--- config.mk ---
export PLATFORM = sky130hd
export DESIGN_NAME = stream_upsizer_flat
export DESIGN_NICKNAME = d
export VERILOG_FILES = /design/src/rtl/stream_upsizer_pkg.sv /design/src/rtl/stream_upsizer_if.sv /design/src/rtl/stream_upsizer_lane_ctrl.sv /design/src/rtl/stream_upsizer.sv /design/src/flat_wrapper.sv
export SDC_FILE = /design/constraint.sdc
export NUM_CORES = 1
export LEC_CHECK = 0
export CAP_MARGIN = 20
export CORE_ASPECT_RATIO = 1.25
export CORE_MARGIN = 1.5
export CORE_UTILIZATION = 27
export DETAILED_ROUTE_END_ITERATION = 6
export GPL_TIMING_DRIVEN = 1
export SLEW_MARGIN = 20
export SYNTH_ARGS = -nofsm -noshare
export SYNTH_HDL_FRONTEND = slang
export SYNTH_SLANG_ARGS = --single-unit
--- constraint.sdc ---
create_clock -name i_clock -period 2.8 [get_ports i_clock]
set_input_delay 0.42 -clock i_clock [delete_from_list [all_inputs] [get_ports i_clock]]
set_output_delay 0.42 -clock i_clock [all_outputs]
set_load 0.01 [all_outputs]
--- src/rtl/stream_upsizer_pkg.sv ---
// Shared definitions for the stream upsizer: FSM encoding and the clog2 helper
// used to size the lane counter.
package stream_upsizer_pkg;

    typedef enum logic {
        EMPTY = 1'b0,
        FULL  = 1'b1
    } state_e;

    function automatic int clog2(input int n);
        int r;
        int v;
        r = 0;
        v = n - 1;
        while (v > 0) begin
            r++;
            v = v >> 1;
        end
        return r;
    endfunction

endpackage

--- src/rtl/stream_upsizer_if.sv ---
// Narrow-in / wide-out valid-ready bundle; slave is the upsizer, master drives it.
interface stream_upsizer_if #(
    parameter int DWIDTH = 8,
    parameter int RATIO  = 4
);
    logic [DWIDTH-1:0]       i_data;
    logic                    i_data_last;
    logic                    i_data_valid;
    logic                    o_data_ready;
    logic [RATIO*DWIDTH-1:0] o_data;
    logic [RATIO-1:0]        o_data_keep;
    logic                    o_data_last;
    logic                    o_data_valid;
    logic                    i_data_ready;

    modport slave (
        input  i_data, i_data_last, i_data_valid, i_data_ready,
        output o_data_ready, o_data, o_data_keep, o_data_last, o_data_valid
    );

    modport master (
        output i_data, i_data_last, i_data_valid, i_data_ready,
        input  o_data_ready, o_data, o_data_keep, o_data_last, o_data_valid
    );
endinterface

--- src/rtl/stream_upsizer_lane_ctrl.sv ---
// Tracks which lane the next beat lands in and the keep mask of the word being filled.
module stream_upsizer_lane_ctrl
    import stream_upsizer_pkg::*;
#(
    parameter int RATIO = 4,
    localparam int CW   = clog2(RATIO)
) (
    input  logic             i_clock,
    input  logic             i_reset,
    input  logic             in_fire_i,
    input  logic             last_i,
    output logic [CW-1:0]    lane_cnt_o,
    output logic [RATIO-1:0] keep_close_o,
    output logic             close_o
);

    logic [CW-1:0]    lane_cnt_q, lane_cnt_d;
    logic [RATIO-1:0] keep_q, keep_d;

    assign close_o      = (lane_cnt_q == CW'(RATIO - 1)) | last_i;
    assign keep_close_o = keep_q | (RATIO'(1) << lane_cnt_q);
    assign lane_cnt_o   = lane_cnt_q;

    always_comb begin
        lane_cnt_d = lane_cnt_q;
        keep_d     = keep_q;
        if (in_fire_i) begin
            if (close_o) begin
                lane_cnt_d = '0;
                keep_d     = '0;
            end else begin
                lane_cnt_d = lane_cnt_q + CW'(1);
                keep_d     = keep_close_o;
            end
        end
    end

    always_ff @(posedge i_clock) begin
        if (i_reset) begin
            lane_cnt_q <= '0;
            keep_q     <= '0;
        end else begin
            lane_cnt_q <= lane_cnt_d;
            keep_q     <= keep_d;
        end
    end

endmodule

--- src/rtl/stream_upsizer.sv ---
// Packs RATIO narrow beats into one registered wide word; a last beat closes the word early.
// state | meaning
// EMPTY | no output word held, o_data_valid=0
// FULL  | output word held, o_data_valid=1 until downstream takes it
module stream_upsizer
    import stream_upsizer_pkg::*;
#(
    parameter int DWIDTH = 8,
    parameter int RATIO  = 4
) (
    input  logic            i_clock,
    input  logic            i_reset,
    stream_upsizer_if.slave bus
);

    localparam int CW = clog2(RATIO);

    generate
        if (RATIO < 2 || RATIO > 16) begin : g_ratio_check
            $error("stream_upsizer: RATIO must be within 2..16");
        end
    endgenerate

    state_e                        state_q, state_d;
    logic [RATIO-1:0][DWIDTH-1:0]  fill_q, fill_d, word_close;
    logic [RATIO*DWIDTH-1:0]       data_q, data_d;
    logic [RATIO-1:0]              keep_q, keep_d;
    logic                          last_q, last_d;

    logic                          ready, in_fire, out_fire, close;
    logic [CW-1:0]                 lane_cnt;
    logic [RATIO-1:0]              keep_close;

    // Ready looks through to downstream so a drained word can be refilled in the same cycle.
    assign ready    = (state_q == EMPTY) | bus.i_data_ready;
    assign in_fire  = bus.i_data_valid & ready;
    assign out_fire = (state_q == FULL) & bus.i_data_ready;

    stream_upsizer_lane_ctrl #(.RATIO(RATIO)) u_lane_ctrl (
        .i_clock      (i_clock),
        .i_reset      (i_reset),
        .in_fire_i    (in_fire),
        .last_i       (bus.i_data_last),
        .lane_cnt_o   (lane_cnt),
        .keep_close_o (keep_close),
        .close_o      (close)
    );

    always_comb begin
        word_close           = fill_q;
        word_close[lane_cnt] = bus.i_data;
    end

    always_comb begin
        state_d = state_q;
        fill_d  = fill_q;
        data_d  = data_q;
        keep_d  = keep_q;
        last_d  = last_q;

        if (in_fire) begin
            if (close) begin
                fill_d = '0;
                data_d = word_close;
                keep_d = keep_close;
                last_d = bus.i_data_last;
            end else begin
                fill_d = word_close;
            end
        end

        case (state_q)
            EMPTY: if (in_fire && close) state_d = FULL;
            FULL:  if (out_fire) state_d = (in_fire && close) ? FULL : EMPTY;
            default: state_d = EMPTY;
        endcase
    end

    always_ff @(posedge i_clock) begin
        if (i_reset) begin
            state_q <= EMPTY;
            fill_q  <= '0;
            data_q  <= '0;
            keep_q  <= '0;
            last_q  <= 1'b0;
        end else begin
            state_q <= state_d;
            fill_q  <= fill_d;
            data_q  <= data_d;
            keep_q  <= keep_d;
            last_q  <= last_d;
        end
    end

    assign bus.o_data_ready = ready;
    assign bus.o_data       = data_q;
    assign bus.o_data_keep  = keep_q;
    assign bus.o_data_last  = last_q;
    assign bus.o_data_valid = (state_q == FULL);

endmodule

--- src/flat_wrapper.sv ---
// flat-port wrapper written by rule: the top's interface ports become plain ports
module stream_upsizer_flat import stream_upsizer_pkg::*;
#(
    parameter int DWIDTH = 8,
    parameter int RATIO  = 4
)
  (i_clock, i_reset, bus_i_data, bus_i_data_last, bus_i_data_valid, bus_i_data_ready, bus_o_data_ready, bus_o_data, bus_o_data_keep, bus_o_data_last, bus_o_data_valid);
  stream_upsizer_if #(.DWIDTH(DWIDTH), .RATIO(RATIO)) bus_i ();
  input  logic i_clock;
  input  logic i_reset;
  input wire logic [$bits(bus_i.i_data)-1:0] bus_i_data;
  input wire logic [$bits(bus_i.i_data_last)-1:0] bus_i_data_last;
  input wire logic [$bits(bus_i.i_data_valid)-1:0] bus_i_data_valid;
  input wire logic [$bits(bus_i.i_data_ready)-1:0] bus_i_data_ready;
  output wire logic [$bits(bus_i.o_data_ready)-1:0] bus_o_data_ready;
  output wire logic [$bits(bus_i.o_data)-1:0] bus_o_data;
  output wire logic [$bits(bus_i.o_data_keep)-1:0] bus_o_data_keep;
  output wire logic [$bits(bus_i.o_data_last)-1:0] bus_o_data_last;
  output wire logic [$bits(bus_i.o_data_valid)-1:0] bus_o_data_valid;
  assign bus_i.i_data = bus_i_data;
  assign bus_i.i_data_last = bus_i_data_last;
  assign bus_i.i_data_valid = bus_i_data_valid;
  assign bus_i.i_data_ready = bus_i_data_ready;
  assign bus_o_data_ready = bus_i.o_data_ready;
  assign bus_o_data = bus_i.o_data;
  assign bus_o_data_keep = bus_i.o_data_keep;
  assign bus_o_data_last = bus_i.o_data_last;
  assign bus_o_data_valid = bus_i.o_data_valid;
  stream_upsizer #(.DWIDTH(DWIDTH), .RATIO(RATIO)) u_core (.i_clock(i_clock), .i_reset(i_reset), .bus(bus_i));
endmodule
==> out/results.tsv, run 1 <==
metric	value	unit
cts_tree	done	
crit_end	bus_o_data_ready	
hpwl	6050	µm
place.port_buffers	51	
multi_input_area	1440	µm²
hp-class	reg2reg	
cp-end-kind	output port	
post_cts_buffers	0	
seqCellArea	1520	µm²
cap_violations	0	
start_util	28.0	%
finalNonFillerCells	533	
rows	44	
numCtsBuffers	9	
clkTransAtPathRegs	0.06	ns
max_freq	0.436	GHz
leakagePower	1.39	nW
grt-ovfl-total	0	
route.detailed.drc	0	
reg2reg_to	u_core.bus.o_data[20]	
cts_resized	0	
grt_max_degree	38	
max-vdd-ir-drop	0.000409	V
grt_pass1_wl	13700	µm
grt_util_met3	3.69	%
reg2reg_from	u_core.u_lane_ctrl.lane_cnt_o[0]	
ys_seq_area_share	46.3	%
outcome	finished clean	
ctsRootBufferMaster	clkbuf_16	
hold_buffers	0	
use_met2	22.3	%
fin_skew	0.0101	ns
setup_viol	0	
power_density	651	nW/µm²
vias	2643	
core_area	11700	µm²
netlist_instances	323	
place_congestion	0.777	
syn_area	3290	µm²
die_y	126	µm
finalWirelength	8660	µm
via_per_inst	4.96	
ant_nets	0	
drtIter0Drc	107	
critPathKind	in2out	
synth_cell_types	32	
tightest_slew	0.659	ns
synth_area_leader_cell	dfxtp_1	
dp.cells	517	
nets	384	
n_antenna_cell	0	
first_global_vias	2589	
clkSinkCount	76	
synth_area_per_cell	10.2	µm²
rsz0062_at_grt	no	
grt.total_usage	14.1	%
cp-startpoint	bus_i_data_ready	
syn2layout_area_growth	28.6	%
ys_warn_count	0	
use_met1	18.1	%
tns	0	ns
antenna_found_initial	0	
firstDrtPassIters	4	
required	2.38	ns
dieArea	12800	µm²
grt-busiest-layer	met2	
hold_violations	0	
drv_slew	0	
ys_seq_elements	76	
top_level_ports	52	
netlist_top_cells_area	dfxtp_1 46%, mux2i_1 9.7%, a211oi_1 8.0%, a31oi_1 7.2%, o32ai_1 6.4%	
die_x	102	µm
ff2ff_setup_slack	1.00	ns
timing.final.crit_share	81.8	%
syn-num-nets	340	
wl_per_cell	16.3	µm
cp.arrival	1.87	ns
clock_path_buffers	2	
maxSlewHeadroom	56.1	%
ff2ff_path_depth	5	
period_needed	2.29	ns
cp_max_fo	27	
cts-htree-levels	3	
drive_above_1_share	11.6	%
n_fill_cell	1210	
start_kind	input pin	
yosysTopAreaCellShare	46.3	%
clk_latency	0.34	ns
## layout make-up
| class | instances | area share, % |
|---|---|---|
| well taps | 161 | 4.77 |
| clock buffers | 9 | 5.33 |
| repair buffers | 66 | 14.9 |
| clock inverters | 7 | 2.31 |
| flip-flops and latches | 76 | 36.0 |
| inverters | 29 | 2.63 |
| multi-input cells | 185 | 34.0 |
## worst min-delay path by stage
stage,from,depth (start not counted),slack (ns),to
floorplan,u_core.fill_q[24],1,0.43,u_core.fill_q[24]
global placement,u_core.fill_q[29],1,0.44,u_core.fill_q[29]
detailed placement,u_core.fill_q[26],1,0.44,u_core.fill_q[26]
CTS,u_core.fill_q[30],1,0.46,u_core.fill_q[30]
global route,u_core.bus.o_data_keep[3],1,0.48,u_core.bus.o_data_keep[3]
finish,u_core.fill_q[28],1,0.46,u_core.fill_q[28]
## layer usage
| metal | part of all wire (%) | vias to the layer above |
|---|---|---|
| li1 | - | 1305 |
| met1 | 46 | 1264 |
| met2 | 49 | 64 |
| met3 | 4.1 | 10 |
| met4 | 1.2 | 0 |
| met5 | 0 | - |
## flip-flops by register name, indices dropped and copies added (netlist names)
name	cells
u_core.bus.o_data_keep	4
u_core.bus.o_data	32
u_core.u_lane_ctrl.keep_q	4
u_core.u_lane_ctrl.lane_cnt_o	2
u_core.fill_q	32
u_core.bus.o_data_valid	1
u_core.bus.o_data_last	1
## per-stage QoR
step                instance area (µm²)  util, %  worst slack [ns]  hold WS, ns  power, mW
CTS                                4230     36.0             0.500        0.460       2.78
detailed placement                 3900     33.3             0.490        0.443       1.53
floorplan                          3290        -              1.30        0.429       1.38
global route                       4230     36.0             0.453        0.477       2.85
global placement                   3900     33.3             0.510        0.441       1.52
finish                             4230     36.0             0.508        0.460       2.75
## cell families (layout without fill, tap and decap cells)
| logic type | Yosys count | in the layout | synth area share [%] |
|---|---|---|---|
| buf+inv | 62 | 111 | 9.90 |
| simple gates | 42 | 42 | 8.30 |
| mux | 32 | 32 | 9.75 |
| flops | 76 | 76 | 46.3 |
| compound gates | 107 | 107 | 24.2 |
| fa+ha+maj | 4 | 4 | 1.52 |
## cells in the mapped netlist, drive strengths merged
master,count
o31ai,1
and2,9
a31oi,39
nor2,5
clkbuf,13
nand2b,8
nor3b,1
nor3,11
o21ai,1
o21a,2
a211oi,35
nor2b,1
nand3,5
mux2i,32
o32ai,24
dfxtp,76
a21oi,4
buf,20
or2,1
ha,4
nand4,1
inv,29
a41oi,1
## layout by cell type, fill, tap and decap left out, types with 2 or more instances in the layout
cell and count:
nand3_1 5, dfxtp_1 76, ha_1 4, o21a_1 2
mux2i_1 32, buf_4 14, inv_6 2, a211oi_1 35
and2_1 9, clkdlybuf4s50_1 50, nor3_1 7, bufinv_16 2
inv_1 27, nand2b_1 8, nor3_2 3, a31oi_1 38
o32ai_1 24, clkinvlp_4 2, a21oi_1 4, clkbuf_16 9
nor2_1 4
## critical path: stages
cell and delay (ns):
clkdlybuf4s50_1 0.45, nor2b_4 0.30, inv_4 0.19, clkdlybuf4s50_1 0.52
## power by group
part	switching [mW]	internal [mW]	total, mW	leakage, nW
combinational	0.187	0.160	0.347	0.615
sequential	0.0258	1.13	1.15	0.620
clock	0.466	0.784	1.25	0.152
total	0.679	2.07	2.75	1.39
No activity file was read; power rests on OpenSTA's default activity.
==> run 2: changes to the inputs <==
==> constraint.sdc (replaced) <==
create_clock -name i_clock -period 2.3 [get_ports i_clock]
set_input_delay 0.345 -clock i_clock [delete_from_list [all_inputs] [get_ports i_clock]]
set_output_delay 0.345 -clock i_clock [all_outputs]
set_load 0.01 [all_outputs]
==> run 2 against run 1 <==
Clock skew down 0.0073 ns. Critical path type unchanged. Clock-buffer cell count grew 1. Sequential power rose by 23%. First-iteration DRC count is 43% higher. Register-to-register slack lost 0.51 ns. Global-route usage increased by 0.29 points. Worst setup slack got worse by 0.18 ns. Critical path depth stayed put. Final area hardly changed. Highest routed layer unchanged.
==> out/results.tsv, run 2 (synthesized netlist as in run 1, its figures left out) <==
metric	value	unit	change
hold_path_end	u_core.u_lane_ctrl.keep_q[3]		
fin_skew	0.00273	ns	-0.00735 ns
leakagePower	1.39	nW	+0.30%
grt-ovfl-total	0		unchanged
via_per_inst	5.03		+1.5%
outcome	finished clean		
wl_per_cell	16.6	µm	+2.0%
syn2layout_area_growth	28.6	%	about the same
maxSlewHeadroom	52.8	%	-3.3 points
hp-class	reg2reg		
cp-end-kind	output port		
route.detailed.drc	0		unchanged
first_global_vias	2690		+3.9%
max-vdd-ir-drop	0.000255	V	-38%
top_layer_used	met4		
numCtsBuffers	9		unchanged
cp_max_fo	8		-70%
ff2ff_setup_slack	0.49	ns	-0.51 ns
hold_violations	0		unchanged
clkTransAtPathRegs	0.05	ns	about the same
die_y	126	µm	unchanged
required	1.96	ns	-0.42 ns
die_x	102	µm	unchanged
critPathKind	in2out		
reg2reg_to	u_core.fill_q[12]		
dpl_cell_area	3920	µm²	+0.38%
ant_nets	0		unchanged
start_kind	input pin		
rows	44		unchanged
place_congestion	0.811		+4.3%
wl_met1	3910	µm	-2.2%
post_cts_buffers	0		unchanged
antenna_found_initial	0		unchanged
rsz0062_at_grt	no		
power_density	780	nW/µm²	+20%
final_cell_mix	76 x dfxtp_1, 50 x clkdlybuf4s50_1, 38 x a31oi_1		
vias	2687		+1.7%
tightest_slew	0.708	ns	+0.0491 ns
grt_max_degree	38		unchanged
ctsRootBufferMaster	clkbuf_16		
drive_above_1_share	11.5	%	-0.031 points
wl_met2	4140	µm	-1.5%
tns	0	ns	unchanged
timing.final.crit_share	85.5	%	
top_level_ports	52		unchanged
cap_violations	0		unchanged
start_util	28.0	%	unchanged
drv_slew	0		unchanged
fin_area	4230	µm²	about the same
final_common_cell	dfxtp_1		
grt.total_usage	14.3	%	+0.29 points
cts-htree-levels	3		unchanged
drtIter0Drc	153		+43%
cts_tree	done		
hold_depth	1		unchanged
holdCritStartpoint	u_core.u_lane_ctrl.keep_q[3]		
nets	386		+0.52%
hpwl	6100	µm	+0.94%
clk_latency	0.33	ns	about the same
cp.arrival	1.62	ns	-0.25 ns
place.port_buffers	51		unchanged
n_antenna_cell	0		unchanged
max_freq	0.508	GHz	
clkSinkCount	76		unchanged
period_needed	1.97	ns	
route.met3.wl	440	µm	+23%
hold_buffers	0		unchanged
cts_resized	0		unchanged
reg2reg_from	u_core.u_lane_ctrl.lane_cnt_o[1]		
finalWirelength	8860	µm	+2.2%
firstDrtPassIters	4		unchanged
ff2ff_path_depth	4		-1
dieArea	12800	µm²	unchanged
grt_pass1_wl	14100	µm	+2.7%
setup_viol	0		unchanged
core_area	11700	µm²	unchanged
clock_path_buffers	2		unchanged
## run 2: cell types whose count changed in the layout (fill, tap and decap cells not counted), sizes merged
cell	delta
clkinvlp	-1
clkbuf	+1
buf	+2
clkinv	+1
inv	-2
## run 2: critical path: stages
cell	delay, ns
clkdlybuf4s50_1	0.44
nor2b_4	0.29
inv_4	0.04
clkdlybuf4s50_1	0.49
## run 2: layer usage
layer  vias to the layer above  global-route usage, %
li1                       1304                      -
met1                      1285                   17.5
met2                        73                   22.4
met3                        25                   3.42
met4                         0                   8.99
met5                         -                      0
## run 2: how the worst max path moves through the flow
stage,from,end,slack (ns),depth (start not counted)
4_1_cts,bus_i_data_ready,bus_o_data_ready,0.31,4
6_report,bus_i_data_ready,bus_o_data_ready,0.33,4
5_1_grt,bus_i_data_ready,bus_o_data_ready,0.27,4
3_5_place_dp,bus_i_data_ready,u_core.bus.o_data[4],0.23,7
2_1_floorplan,u_core.u_lane_ctrl.lane_cnt_o[0],u_core.bus.o_data[22],0.80,7
3_3_place_gp,bus_i_data_ready,u_core.bus.o_data[3],0.27,7
## run 2: stage by stage
step           instances  power (mW)  hold slack [ns]  setup slack, ns  utilization (%)
3_3_place_gp         519        1.86            0.442            0.271             33.4
3_5_place_dp         519        1.86            0.443            0.226             33.4
4_1_cts              534        3.33            0.461            0.313             36.0
5_1_grt              534        3.42            0.486            0.272             36.0
6_report             534        3.30            0.457            0.333             36.0
2_1_floorplan        323        1.68            0.429            0.799                -
## run 2: power by group
part | switching [mW] | internal (mW) | total [mW] | leakage [nW]
combinational | 0.229 | 0.199 | 0.428 | 0.623
clock | 0.523 | 0.939 | 1.46 | 0.148
sequential | 0.0322 | 1.37 | 1.41 | 0.620
total | 0.785 | 2.51 | 3.30 | 1.39
## run 2: area by class of cell
class                           instances  area (µm²)
Clock inverter                          5        77.6
Clock buffer                           10         229
Fill cell                            1183        7500
Inverter                               29         111
Sequential cell                        76        1520
Multi-Input combinational cell        185        1440
Tap cell                              161         201
Timing Repair Buffer                   68         646
==> run 3: changes to the inputs <==
--- a/config.mk
+++ b/config.mk
@@ -7,9 +7,9 @@
 export LEC_CHECK = 0
 export CAP_MARGIN = 20
 export CORE_ASPECT_RATIO = 1.25
-export CORE_MARGIN = 1.5
 export CORE_UTILIZATION = 27
 export DETAILED_ROUTE_END_ITERATION = 6
+export DONT_BUFFER_PORTS = 1
 export GPL_TIMING_DRIVEN = 1
 export SLEW_MARGIN = 20
 export SYNTH_ARGS = -nofsm -noshare
==> constraint.sdc (replaced) <==
create_clock -name i_clock -period 2.3 [get_ports i_clock]
set_input_delay 0.345 -clock i_clock [delete_from_list [all_inputs] [get_ports i_clock]]
set_output_delay 0.345 -clock i_clock [all_outputs]
set_load 0.02 [all_outputs]
==> run 3 against run 2 <==
Final area fell by 15%. Fmax rose by 6.4%. Worst setup slack improved by 0.12 ns. Via count fell by 7.7%. Combinational power fell by 44%. Total power fell by 9.5%. Flip-flop and latch count did not move. Largest power group is now registers.
==> out/results.tsv, run 3 (synthesized netlist as in run 1, its figures left out) <==
metric	value	unit	change
hpwl	5630	µm	-7.7%
finalNonFillerCells	475		-11%
tightest_slew	0.614	ns	-0.0942 ns
setup_viol	0		unchanged
leakagePower	1.15	nW	-17%
period_needed	1.85	ns	-0.118 ns
required	1.96	ns	about the same
outcome	finished clean		
holdWs	0.0827	ns	-0.374 ns
grt.total_usage	14.3	%	-0.064 points
dp.cells	460		-11%
max-vdd-ir-drop	0.000314	V	+24%
cts_tree	done		
place_congestion	0.758		-6.6%
first_global_vias	2445		-9.1%
hold_violations	0		unchanged
dieArea	12600	µm²	-1.8%
post_cts_buffers	0		unchanged
grt_pass1_wl	13700	µm	-2.7%
place.port_buffers	0		-100%
cp.arrival	1.50	ns	-0.12 ns
n_fill_cell	1189		+0.51%
hold_buffers	0		unchanged
hp-class	in2reg		
power_density	826	nW/µm²	+5.9%
grt_max_degree	76		+100%
top_level_ports	52		unchanged
vias	2480		-7.7%
critPathKind	reg2out		
nets	327		-15%
cp-end-kind	output port		
dpl_cell_area	3340	µm²	-15%
die_x	101	µm	-0.98%
fin_skew	0.00437	ns	+0.00164 ns
max_freq	0.541	GHz	+6.4%
grt-ovfl-total	0		unchanged
cts_resized	0		unchanged
start_util	28.0	%	unchanged
drive_above_1_share	10.5	%	-1.0 points
cap_violations	0		unchanged
cp_max_fo	49		+41
tns	0	ns	unchanged
critical_path.cell_chain	nor2b_4 -> inv_4		
timing.final.crit_share	80.4	%	-5.1 points
critPathSlowestCell	dfxtp_1		
via_per_inst	5.22		+3.8%
final_common_cell	dfxtp_1		
clk_latency	0.33	ns	about the same
maxSlewHeadroom	59.1	%	+6.3 points
core_area	11700	µm²	unchanged
rows	44		unchanged
route.detailed.drc	0		unchanged
clkTransAtPathRegs	0.05	ns	about the same
drtIter0Drc	181		+18%
critPathMaxStageDelay	0.45	ns	-0.04 ns
final_cell_mix	76 x dfxtp_1, 38 x a31oi_1, 35 x a211oi_1		
cts-htree-levels	3		unchanged
rsz0062_at_grt	no		
ctsRootBufferMaster	clkbuf_16		
clock_path_buffers	2		unchanged
clkSinkCount	76		unchanged
firstDrtPassIters	4		unchanged
worst-path-buf-inv	1		-2
fin_area	3610	µm²	-15%
n_antenna_cell	0		unchanged
drv_slew	0		unchanged
die_y	125	µm	-0.79%
start_kind	flip-flop		
ant_nets	0		unchanged
antenna_found_initial	0		unchanged
syn2layout_area_growth	9.90	%	
finalWirelength	8610	µm	-2.8%
numCtsBuffers	9		unchanged
wl_per_cell	18.1	µm	+9.2%
cp_top_family	flip-flops		
==> run 3: cell types whose count changed in the layout (fill, tap and decap cells not counted), moves of 2 or more <==
| cell | change |
|---|---|
| buf_4 | -7 |
| bufinv_16 | -2 |
| clkdlybuf4s50_1 | -50 |
| clkbuf_8 | +2 |
==> run 3: worst register-to-register path, stage by stage (launching register included) <==
cell and delay [ns]:
dfxtp_1 0.45, nor2b_4 0.40, inv_4 0.32, nand3_1 0.38, o32ai_1 0.16
==> run 3: metal layers <==
metal	up-vias	GRT usage (%)	wire length, µm
met2	69	22.8	4070
met1	1203	17.4	3690
met3	16	5.03	662
met5	-	0	0
li1	1192	-	-
met4	0	5.63	186
==> run 3: final timing paths <==
check	to	slack, ns	cells after the start	startpoint
hold reg to reg	u_core.fill_q[26]	0.46	1	u_core.fill_q[26]
setup / recovery	bus_o_data_ready	0.45	2	u_core.bus.o_data_valid
hold / removal	u_core.bus.o_data[30]	0.08	1	i_reset
setup reg to reg	u_core.fill_q[10]	0.46	4	u_core.bus.o_data_valid
==> run 3: power breakdown <==
| part | total [mW] | internal [mW] | switching [mW] |
|---|---|---|---|
| Clock | 1.28 | 0.780 | 0.500 |
| Combinational | 0.238 | 0.101 | 0.137 |
| Sequential | 1.47 | 1.38 | 0.0912 |
| Total | 2.98 | 2.26 | 0.729 |
==> run 3: stage by stage <==
| stage | setup WS, ns | total power [mW] | utilization (%) |
|---|---|---|---|
| 3_5_place_dp | 0.423 | 1.74 | 28.5 |
| 4_1_cts | 0.404 | 3.01 | 30.8 |
| 6_report | 0.451 | 2.98 | 30.8 |
| 3_3_place_gp | 0.477 | 1.73 | 28.5 |
| 5_1_grt | 0.313 | 3.11 | 30.8 |
| 2_1_floorplan | 0.799 | 1.71 | - |
==> run 3: area by class of cell <==
cell class | instances | area (µm²) | share of cell area (%)
clock buffers | 13 | 260 | 7.21
well taps | 161 | 201 | 5.58
inverters | 29 | 111 | 3.08
flip-flops and latches | 76 | 1520 | 42.1
clock inverters | 2 | 10.0 | 0.277
repair buffers | 9 | 67.6 | 1.87
multi-input cells | 185 | 1440 | 39.8
